--- src/rtl/spi_pkg.sv ---
// Shared types and constants for the SPI register-write controller.
// Frame layout: {write, addr[6:0], data[7:0]}, sent MSB first.
package spi_pkg;

  localparam int SPI_FRAME_W = 16;
  localparam int SPI_ADDR_W  = 7;
  localparam int SPI_DATA_W  = 8;

  localparam logic [SPI_ADDR_W-1:0] REG_EN_OUT_7_0  = 7'h00;
  localparam logic [SPI_ADDR_W-1:0] REG_EN_OUT_15_8 = 7'h01;
  localparam logic [SPI_ADDR_W-1:0] REG_EN_PWM_7_0  = 7'h02;
  localparam logic [SPI_ADDR_W-1:0] REG_EN_PWM_15_8 = 7'h03;
  localparam logic [SPI_ADDR_W-1:0] REG_PWM_DUTY    = 7'h04;

  typedef enum logic [2:0] {
    ST_IDLE,
    ST_SETUP,
    ST_SCK_HI,
    ST_SCK_LO,
    ST_GAP
  } spi_state_t;

  function automatic logic [SPI_FRAME_W-1:0] spi_frame(
    input logic                  wr,
    input logic [SPI_ADDR_W-1:0] addr,
    input logic [SPI_DATA_W-1:0] data
  );
    return {wr, addr, data};
  endfunction

endpackage

--- src/rtl/spi_phase_tick.sv ---
// SCLK phase timer: down-counter that ticks once every CLK_DIV cycles.
// Ports: clk, rst, restart (reload, suppresses tick), tick (1-cycle pulse).
module spi_phase_tick #(
  parameter int CLK_DIV = 4
) (
  input  logic clk,
  input  logic rst,
  input  logic restart,
  output logic tick
);

  localparam int CW = $clog2(CLK_DIV + 1);
  localparam logic [CW-1:0] RELOAD = CW'(CLK_DIV - 1);

  logic [CW-1:0] cnt;

  always_ff @(posedge clk or posedge rst) begin
    if (rst) begin
      cnt <= '0;
    end else if (restart || cnt == '0) begin
      cnt <= RELOAD;
    end else begin
      cnt <= cnt - CW'(1);
    end
  end

  // Counter reaches zero on the last cycle of each H-cycle phase.
  assign tick = (cnt == '0) && !restart;

endmodule

--- src/rtl/spi_reg_writer.sv ---
// SPI mode-0 initiator sending one 16-bit register-write frame per request.
// Ports: clk, rst, req_valid/req_ready/req_write/req_addr/req_data,
// done (1-cycle), sclk, ncs, copi (all outputs registered).
module spi_reg_writer
  import spi_pkg::*;
#(
  parameter int CLK_DIV = 4
) (
  input  logic                  clk,
  input  logic                  rst,
  input  logic                  req_valid,
  output logic                  req_ready,
  input  logic                  req_write,
  input  logic [SPI_ADDR_W-1:0] req_addr,
  input  logic [SPI_DATA_W-1:0] req_data,
  output logic                  done,
  output logic                  sclk,
  output logic                  ncs,
  output logic                  copi
);

  spi_state_t             state;
  logic [SPI_FRAME_W-1:0] sr;
  logic [3:0]             bit_cnt;
  logic                   accept;
  logic                   tick;

  assign accept = req_valid && req_ready;

  spi_phase_tick #(
    .CLK_DIV (CLK_DIV)
  ) u_tick (
    .clk     (clk),
    .rst     (rst),
    .restart (accept),
    .tick    (tick)
  );

  always_ff @(posedge clk or posedge rst) begin
    if (rst) begin
      state     <= ST_IDLE;
      sr        <= '0;
      bit_cnt   <= '0;
      req_ready <= 1'b0;
      done      <= 1'b0;
      ncs       <= 1'b1;
      sclk      <= 1'b0;
      copi      <= 1'b0;
    end else begin
      done <= 1'b0;
      unique case (state)
        ST_IDLE: begin
          req_ready <= 1'b1;
          if (accept) begin
            sr        <= spi_frame(req_write, req_addr, req_data);
            copi      <= req_write;
            bit_cnt   <= 4'd15;
            ncs       <= 1'b0;
            req_ready <= 1'b0;
            state     <= ST_SETUP;
          end
        end
        ST_SETUP: begin
          if (tick) begin
            sclk  <= 1'b1;
            state <= ST_SCK_HI;
          end
        end
        ST_SCK_HI: begin
          if (tick) begin
            sclk    <= 1'b0;
            bit_cnt <= bit_cnt - 4'd1;
            state   <= ST_SCK_LO;
            // Last bit stays on the line through its low phase.
            if (bit_cnt != 4'd0) begin
              sr   <= sr << 1;
              copi <= sr[SPI_FRAME_W-2];
            end
          end
        end
        ST_SCK_LO: begin
          if (tick) begin
            // Counter wrapped to 15 after the 16th high phase.
            if (bit_cnt == 4'd15) begin
              ncs   <= 1'b1;
              copi  <= 1'b0;
              state <= ST_GAP;
            end else begin
              sclk  <= 1'b1;
              state <= ST_SCK_HI;
            end
          end
        end
        ST_GAP: begin
          if (tick) begin
            done      <= 1'b1;
            req_ready <= 1'b1;
            state     <= ST_IDLE;
          end
        end
        default: state <= ST_IDLE;
      endcase
    end
  end

endmodule

--- config.mk ---
export PLATFORM = sky130hd
export DESIGN_NAME = spi_reg_writer
export DESIGN_NICKNAME = d
export VERILOG_FILES = /design/src/rtl/spi_pkg.sv /design/src/rtl/spi_phase_tick.sv /design/src/rtl/spi_reg_writer.sv
export SDC_FILE = /design/constraint.sdc
export NUM_CORES = 1
export LEC_CHECK = 0
export BUFFER_PORTS_ARGS = -buffer_cell sky130_fd_sc_hd__buf_4
export CELL_PAD_IN_SITES_DETAIL_PLACEMENT = 1
export CELL_PAD_IN_SITES_GLOBAL_PLACEMENT = 1
export CORE_MARGIN = 4
export CORE_UTILIZATION = 40
export CTS_CLUSTER_SIZE = 30
export DETAILED_ROUTE_END_ITERATION = 12
export MAX_ROUTING_LAYER = met4
export PLACE_DENSITY = 0.71
export SLEW_MARGIN = 10
export SYNTH_ARGS = -nofsm -noshare
export SYNTH_HDL_FRONTEND = slang
export SYNTH_SLANG_ARGS = --single-unit
export TNS_END_PERCENT = 20
--- constraint.sdc ---
create_clock -name clk -period 1.6 [get_ports clk]
set_input_delay 0.24 -clock clk [delete_from_list [all_inputs] [get_ports clk]]
set_output_delay 0.24 -clock clk [all_outputs]
set_load 0.01 [all_outputs]
==> metrics.cfg, run 1 <==
[global_route]
grtUsageTotal_pct = 18.4
overflow = 0
grt_max_degree = 31
use_met2_pct = 31.9
met3_usage_pct = 2.91
grt-busiest-layer = met2
grtUsageMet1_pct = 21.0
grt_pass1_wl_um = 7160
grt_pass1_vias = 1456
antenna_found_initial = 0

[timing]
finalSetupViolCount = 14
fmax_mhz = 579
clock_skew_ns = 0.00673
period_minus_slack_ns = 1.73
finalHoldViolations = 0
worstMarginPinSlew_ns = 0.388
grt_setup_unrepaired = true
worst_slack_ns = -0.129
maxSlewViolCount = 0
period_share_pct = 108
max-slew-margin-rel_pct = 74.1

[yosys]
synth_common_cells = dfrtp_1 (29), mux2_2 (19), nor2_1 (14), mux2_4 (9), inv_1 (8)
netlist-cell-type-count = 35
yosysWarnings = 0
async_flop_share_pct = 100
syn_area_um2 = 1650
syn_nets = 168
synth_edf_count = 0
ys_top_cells_by_area = dfrtp_1 (44%), mux2_2 (13%), mux2_4 (8.2%), nor2_1 (3.2%), ha_1 (3.0%)
synth.most_common_cell = dfrtp_1
yosys_most_used_dff = dfrtp_1
synth_top_area_share_pct = 43.9
syn_inst = 145
ys_seq_elements = 30
ys_seq_area_share_pct = 45.5
avgSynthCellArea_um2 = 11.4
synth_area_leader_cell = dfrtp_1

[power_and_ir_drop]
p_leak_nw = 1.00
pwr-share-comb_pct = 47.4
power.density_nw_per_um2 = 1720
switching_power_w = 0.00127
power_w = 0.00381
peakVddDrop_mv = 0.839
seqPwrFrac_pct = 33.0
p_clk_share_pct = 19.7
switching_share_pct = 33.3
internal_power_w = 0.00254

[setup_path]
critPathRequiredTime_ns = 1.76
arrival_ns = 1.89
startpoint_type = register
cp_max_fo = 8
end_kind = register
path_class = reg -> reg

[clocking]
hold_buffers = 0
cts_buffer_depth = 2
clk_pin_slew_ns = 0.07
tritoncts = yes
clk_latency_ns = 0.28
numClockSinks = 30
cts_root_buffer = clkbuf_8
cts-buffers-inserted = 5
h-tree-depth = 2

[placed_design]
io_buffers = 23
dpl_cell_area_um2 = 2010
dp_hpwl_um = 2950
gp_congestion = 0.842

[run_status]
violations = setup timing
status = finished with violations

[run]
drv_cap = 0

[cells_and_area]
drive_above_1_share_pct = 50.3
fillers = 447
diodes = 0
final_area_um2 = 2210
area_growth_pct = 33.9
fin_nets = 219
utilization_pct = 55.3

[drt]
drt_first_iter_violations = 108
ant_nets = 0
wl_um = 4340
drc = 0
via_count = 1314
viasPerCell = 5.32
wl_per_cell_um = 17.6
drtPass1Iterations = 4

[floorplanning]
die_w_um = 72.3
die_area_um2 = 5220
io_pins = 24
initial_core_util_pct = 41.3
core_area_um2 = 4000
num_rows = 23
dieHeight_um = 72.3

[hold_path]
worstHoldPathType = in -> async

==> stage by stage <==
| stage | hold slack (ns) | instances | setup slack, ns | TNS [ns] |
|---|---|---|---|---|
| floorplan | 0.330 | 145 | -0.167 | -1.84 |
| global placement | 0.341 | 235 | -0.126 | -1.43 |
| detailed placement | 0.355 | 235 | -0.203 | -2.37 |
| CTS | 0.0456 | 245 | -0.126 | -1.33 |
| global route | 0.0606 | 247 | -0.193 | -2.25 |
| finish | 0.0355 | 247 | -0.129 | -1.25 |
==> cell families (layout without fill, tap and decap cells) <==
family | Yosys count | count (layout) | share of synthesized area (%)
AO/OA/AOI/OAI | 27 | 28 | 11.7
adder cells (fa/ha/maj) | 4 | 4 | 3.03
buffers and inverters | 16 | 67 | 5.83
flip-flops | 30 | 30 | 45.5
multiplexers | 31 | 31 | 23.0
AND/OR/NAND/NOR | 37 | 37 | 11.0
==> power groups by stage <==
| stage | sequential (W) | combinational, W | clock [W] |
|---|---|---|---|
| floorplan | 0.00123 | 0.00107 | 0 |
| global placement | 0.00124 | 0.00153 | 0 |
| detailed placement | 0.00126 | 0.00160 | 0 |
| CTS | 0.00126 | 0.00171 | 0.000770 |
| global route | 0.00130 | 0.00198 | 0.000805 |
| finish | 0.00126 | 0.00181 | 0.000751 |
==> registers in the layout (all words and copies together), names as in the netlist <==
| register | cells |
|---|---|
| sr | 15 |
| bit_cnt | 4 |
| state | 3 |
| u_tick.cnt | 3 |
| copi | 1 |
| done | 1 |
| ncs | 1 |
| req_ready | 1 |
| sclk | 1 |
==> timing repair <==
| action | in CTS | in global routing |
|---|---|---|
| cloned | 1 | 0 |
| setup endpoints to repair | 17 | 22 |
| resized for setup | 9 | 8 |
| buffers inserted | 1 | 2 |
==> worst max-delay path, cell delays in order, from the launching register on <==
cell       delay, ns
dfrtp_1         0.35
inv_1           0.06
ha_2            0.19
a2111oi_4       0.39
o21a_4          0.28
mux2_2          0.35
==> cells in the final DEF, fill, tap and decap left out, types with 5 or more instances in the layout <==
cell / netlist / routed
mux2_4: 9 / 13
a21oi_1: 7 / 7
inv_1: 8 / 6
dfrtp_1: 29 / 29
o21ai_0: 7 / 7
nor2_1: 14 / 14
buf_4: 1 / 50
clkbuf_8: 0 / 5
nand2_1: 7 / 7
mux2_2: 19 / 15
==> layer usage <==
layer | share of wire [%] | routed length [um]
met1 | 42 | 1820
met2 | 54 | 2330
met3 | 2.7 | 119
met4 | 1.6 | 70
met5 | 0 | 0
==> layout make-up <==
class	instances	area [um^2]	area share (%)
multi-input combinational	100	873	39.5
sequential	30	752	34.0
timing repair buffer	51	387	17.5
clock buffer	7	76.3	3.45
tap	50	62.6	2.83
clock inverter	1	30.0	1.36
inverter	8	30.0	1.36
==> final timing paths <==
| kind | start | endpoint | slack, ns | depth (start not counted) |
|---|---|---|---|---|
| max | bit_cnt[1]$_DFFE_PP0P_ | sr[6]$_DFFE_PP0P_ | -0.13 | 5 |
| min | rst | copi$_DFFE_PP0P_ | 0.04 | 3 |
| max reg2reg | bit_cnt[1]$_DFFE_PP0P_ | sr[6]$_DFFE_PP0P_ | -0.13 | 5 |
| min reg2reg | ncs$_DFFE_PP1P_ | ncs$_DFFE_PP1P_ | 0.49 | 2 |
| max in group asynchronous | rst | ncs$_DFFE_PP1P_ | 1.25 | 3 |
| min in group clk | req_data[0] | sr[0]$_DFFE_PP0P_ | 0.21 | 3 |
(Power assumes the default switching activity.)
==> run 2, diff against run 1 <==
Settings changed: CORE_UTILIZATION 40 to 44, PLACE_DENSITY 0.71 to not set, PLACE_DENSITY_LB_ADDON set to 0.08.
Clock period 1.6 ns to 1.64 ns, I/O delays scaled along.
==> metrics.cfg, run 2 (synthesis results as in run 1) <==
[run_status]
status = finished with violations
violations = setup timing

[cells_and_area]
layout_common_cells = buf_4 (52), dfrtp_1 (29), mux2_2 (15)
largest_reg_flops = 15  ; unchanged
fillers = 363  ; -19%
top_regs = sr x15, bit_cnt x4
diodes = 0  ; unchanged
regMostFlops = sr
area_growth_pct = 37.3
drive_above_1_share_pct = 52.5  ; +2.2 points
fin_nets = 222  ; +1.4%
utilization_pct = 65.4  ; +10 points
final_common_cell = buf_4

[placed_design]
gp_congestion = 0.818  ; -2.9%
dp_hpwl_um = 3110  ; +5.5%
io_buffers = 23  ; unchanged
pre_cts_slack_ns = -0.213  ; -0.00999 ns

[timing]
clock_skew_ns = 0.00687  ; +0.000137 ns
maxSlewViolCount = 0  ; unchanged
period_share_pct = 108  ; about the same
fmax_mhz = 564  ; -2.5%
max-slew-margin-rel_pct = 73.6  ; -0.56 points
finalHoldViolations = 0  ; unchanged
period_minus_slack_ns = 1.77  ; +0.0444 ns
worst_slack_ns = -0.133  ; -0.00442 ns
worstMarginPinSlew_ns = 0.396  ; +0.00836 ns
finalSetupViolCount = 17  ; +3
grt_setup_unrepaired = true
holdWs_ns = 0.0481  ; +0.0125 ns

[clocking]
cts_buffer_depth = 2  ; unchanged
tritoncts = yes
cts_root_buffer = clkbuf_8
clk_latency_ns = 0.29  ; about the same
h-tree-depth = 2  ; unchanged
cts-buffers-inserted = 5  ; unchanged
hold_buffers = 0  ; unchanged
clk_pin_slew_ns = 0.07  ; about the same
numClockSinks = 30  ; unchanged

[hold_path]
worstHoldPathType = in -> async

[drt]
wl_um = 5100  ; +18%
viasPerCell = 5.59  ; +5.1%
via_count = 1375  ; +4.6%
drc = 0  ; unchanged
ant_nets = 0  ; unchanged
drtPass1Iterations = 4  ; unchanged
wl_per_cell_um = 20.7  ; +18%
drt_first_iter_violations = 108  ; unchanged

[power_and_ir_drop]
seqPwrFrac_pct = 32.3  ; -0.7 points
switching_share_pct = 35.4  ; +2.1 points
peakVddDrop_mv = 0.888  ; +5.9%
pwr-share-comb_pct = 48.1  ; +0.7 points
power_w = 0.00388  ; +1.7%
power.density_nw_per_um2 = 1710  ; -0.86%
p_leak_nw = 1.04  ; +3.1%
internal_power_w = 0.00251  ; -1.4%
p_clk_share_pct = 19.6  ; about the same
switching_power_w = 0.00137  ; +8.1%

[setup_path]
slowest_delay_ns = 0.41  ; +0.02 ns
critPathRequiredTime_ns = 1.82  ; +0.06 ns
crit_slowest_cell = dfrtp_1
cp_max_fo = 5  ; -3
crit_family = compound AO/OA/AOI/OAI gates
cp_cell_sequence = inv_2 -> ha_4 -> a2111oi_4 -> o21a_4 -> clkbuf_16 -> mux2_4
path_depth = 6  ; +1
worstRegToRegCells = 6  ; +1
startpoint_type = register
path_class = reg -> reg
end_kind = register
path_buf_inv = 2  ; +1
arrival_ns = 1.95  ; +0.06 ns

[floorplanning]
dieHeight_um = 69.3  ; -4.1%
die_area_um2 = 4800  ; -8.1%
core_area_um2 = 3470  ; -13%
initial_core_util_pct = 47.6  ; +6.3 points
die_w_um = 69.3  ; -4.1%
num_rows = 21  ; -8.7%
io_pins = 24  ; unchanged

[global_route]
grt_pass1_wl_um = 8310  ; +16%
antenna_found_initial = 0  ; unchanged
grt_max_degree = 31  ; unchanged
grtUsageTotal_pct = 22.6  ; +4.3 points
grt_pass1_vias = 1545  ; +6.1%
overflow = 0  ; unchanged

[run]
drv_cap = 0  ; unchanged

[run 2: cell types whose count changed in the layout (fill, tap and decap cells not counted), sizes merged]
cell and delta:
buf +3, clkinv +2, o21a -1, clkbuf -1
[run 2: stage by stage]
stage               TNS [ns]  area [um^2]  cells
floorplan              -1.28         1650    145
global placement      -0.804         2010    232
detailed placement     -2.47         2010    232
CTS                   -0.517         2210    244
global route           -2.47         2270    246
finish                 -1.52         2270    246
[run 2: tightest hold or removal path: stages]
cell	delay [ns]
buf_4	0.11
inv_1	0.05
buf_4	0.36
[run 2: repair_timing]
item / CTS / global route
pin swaps: 1 / 2
gates cloned: 0 / 1
resized for setup: 9 / 7
buffers inserted: 4 / 1
setup endpoints to repair: 20 / 25
[run 2: path summary, 6_finish.rpt]
path,endpoint,slack [ns],start
setup / recovery,sr[11]$_DFFE_PP0P_,-0.13,bit_cnt[0]$_DFFE_PP0P_
hold / removal,sr[3]$_DFFE_PP0P_,0.05,rst
setup reg to reg,sr[11]$_DFFE_PP0P_,-0.13,bit_cnt[0]$_DFFE_PP0P_
hold reg to reg,ncs$_DFFE_PP1P_,0.48,ncs$_DFFE_PP1P_
max in group asynchronous,ncs$_DFFE_PP1P_,1.27,rst
min in group clk,sr[0]$_DFFE_PP0P_,0.23,req_data[0]
[run 2: area by class of cell]
| type | instances | area [um^2] | share of cell area (%) |
|---|---|---|---|
| multi-input combinational | 99 | 865 | 38.1 |
| sequential | 30 | 752 | 33.1 |
| timing repair buffer | 55 | 455 | 20.1 |
| clock buffer | 5 | 68.8 | 3.03 |
| tap | 46 | 57.6 | 2.54 |
| clock inverter | 3 | 40.0 | 1.77 |
| inverter | 8 | 30.0 | 1.32 |
[run 2: power by group through the flow]
stage	clock network, W	registers [W]	logic (W)
floorplan	0	0.00120	0.00105
global placement	0	0.00120	0.00151
detailed placement	0	0.00123	0.00160
CTS	0.000761	0.00123	0.00175
global route	0.000801	0.00128	0.00202
finish	0.000762	0.00125	0.00186
[run 2: per-layer routing]
metal  up-vias  share of wire [%]  track usage [%]
met1       705                 41             26.0
met3        12                3.9             4.64
li1        625                  -                -
met5         -                  0                -
met2        33                 52             39.1
met4         0                2.7             7.59
==> run 3, diff against run 2 <==
Settings changed: CORE_UTILIZATION 44 to 45, PLACE_DENSITY set to 0.81, PLACE_DENSITY_LB_ADDON 0.08 to not set.
Clock period 1.64 ns to 2.1 ns, I/O delays scaled along.
==> metrics.cfg, run 3 (synthesis results as in run 1) <==
[run]
drv_cap = 0  ; unchanged

[run_status]
status = finished clean

[global_route]
antenna_found_initial = 0  ; unchanged
overflow = 0  ; unchanged
grtUsageTotal_pct = 18.9  ; -3.7 points
grt_pass1_wl_um = 6310  ; -24%
grt_max_degree = 31  ; unchanged
grt_pass1_vias = 1311  ; -15%

[cells_and_area]
fillers = 381  ; +5.0%
utilization_pct = 58.2  ; -7.2 points
largest_reg_flops = 15  ; unchanged
final_common_cell = buf_4
fin_nets = 198  ; -11%
area_growth_pct = 21.4
top_regs = sr x15, bit_cnt x4
layout_common_cells = buf_4 (30), dfrtp_1 (29), mux2_2 (19)
drive_above_1_share_pct = 40.3  ; -12 points
regMostFlops = sr
diodes = 0  ; unchanged
instances_no_fill = 222  ; -9.8%

[placed_design]
pre_cts_slack_ns = 0.0719  ; +0.284 ns
io_buffers = 23  ; unchanged
place_inst = 211  ; -9.1%
gp_congestion = 0.806  ; -1.4%
dp_hpwl_um = 2770  ; -11%

[setup_path]
arrival_ns = 2.15  ; +0.20 ns
path_class = reg -> reg
cp_max_fo = 8  ; +3
startpoint_type = register
end_kind = register
critPathRequiredTime_ns = 2.27  ; +0.45 ns
worstRegToRegCells = 7  ; +1

[timing]
max-slew-margin-rel_pct = 64.6  ; -9.0 points
worstMarginPinSlew_ns = 0.530  ; +0.134 ns
finalSetupViolCount = 0  ; -17
period_minus_slack_ns = 1.98  ; +0.205 ns
maxSlewViolCount = 0  ; unchanged
fmax_mhz = 506  ; -10%
finalHoldViolations = 0  ; unchanged
clock_skew_ns = 0.00771  ; +0.000838 ns
grt_setup_unrepaired = false
period_share_pct = 94.2  ; -14 points
worst_slack_ns = 0.122  ; +0.255 ns
fin_tns_setup_ns = 0  ; +1.52 ns

[floorplanning]
initial_core_util_pct = 48.0  ; +0.36 points
core_area_um2 = 3440  ; -0.76%
die_w_um = 68.6  ; -0.99%
dieHeight_um = 68.6  ; -0.99%
die_area_um2 = 4700  ; -2.0%
num_rows = 21  ; unchanged
io_pins = 24  ; unchanged

[clocking]
cts_buffer_depth = 2  ; unchanged
clk_latency_ns = 0.28  ; about the same
numClockSinks = 30  ; unchanged
cts_resized = 0  ; -9
cts_root_buffer = clkbuf_8
h-tree-depth = 2  ; unchanged
cts-buffers-inserted = 5  ; unchanged
clk_pin_slew_ns = 0.07  ; about the same
tritoncts = yes
hold_buffers = 0  ; unchanged
post-cts-setup-buffer-count = 0  ; -4

[drt]
viasPerCell = 5.45  ; -2.5%
via_count = 1210  ; -12%
ant_nets = 0  ; unchanged
drc = 0  ; unchanged
wl_per_cell_um = 16.9  ; -18%
wl_um = 3750  ; -26%
drt_first_iter_violations = 45  ; -58%
drtPass1Iterations = 4  ; unchanged

[power_and_ir_drop]
power_w = 0.00263  ; -32%
p_leak_nw = 0.904  ; -13%
power.density_nw_per_um2 = 1310  ; -23%
peakVddDrop_mv = 0.568  ; -36%

[hold_path]
worstHoldPathType = in -> async

==> run 3: metrics by stage <==
stage | instance area, um^2 | hold slack, ns
after floorplan | 1650 | 0.405
after global placement | 1850 | 0.413
after detailed placement | 1850 | 0.425
after CTS | 1970 | 0.114
after global routing | 2000 | 0.149
final | 2000 | 0.108
==> run 3: report_power, final <==
group	internal (W)	leakage, nW	switching, W
clock network	0.000386	0.0585	0.000215
logic	0.000561	0.494	0.000462
registers	0.000815	0.352	0.000190
total	0.00176	0.904	0.000867
==> run 3: final timing paths <==
kind	start	endpoint	slack, ns
max in group asynchronous	rst	ncs$_DFFE_PP1P_	1.67
setup reg to reg	u_tick.cnt[0]$_DFF_PP0_	sr[1]$_DFFE_PP0P_	0.12
min in group clk	req_data[0]	sr[0]$_DFFE_PP0P_	0.29
setup / recovery	u_tick.cnt[0]$_DFF_PP0_	sr[1]$_DFFE_PP0P_	0.12
hold / removal	rst	sr[1]$_DFFE_PP0P_	0.11
hold reg to reg	u_tick.cnt[0]$_DFF_PP0_	u_tick.cnt[0]$_DFF_PP0_	0.45
==> run 3: critical path, stage by stage (launching register included) <==
cell	delay [ns]
dfrtp_1	0.38
inv_1	0.09
ha_1	0.21
nand2b_1	0.17
a2111oi_4	0.32
o21a_4	0.24
buf_12	0.15
mux2_4	0.30
==> run 3: cell type report <==
| cell class | count | area [um^2] | area share (%) |
|---|---|---|---|
| clock buffers | 7 | 86.3 | 4.31 |
| clock inverters | 1 | 30.0 | 1.50 |
| inverters | 8 | 30.0 | 1.50 |
| repair buffers | 31 | 245 | 12.2 |
| well taps | 46 | 57.6 | 2.87 |
| multi-input cells | 99 | 803 | 40.1 |
| flip-flops and latches | 30 | 752 | 37.5 |
==> run 3: per-layer routing <==
metal	vias up	GRT usage (%)	wire length, um
met5	-	-	0
met1	599	21.2	1600
li1	580	-	-
met3	7	4.70	143
met4	0	6.95	48
met2	24	32.5	1960
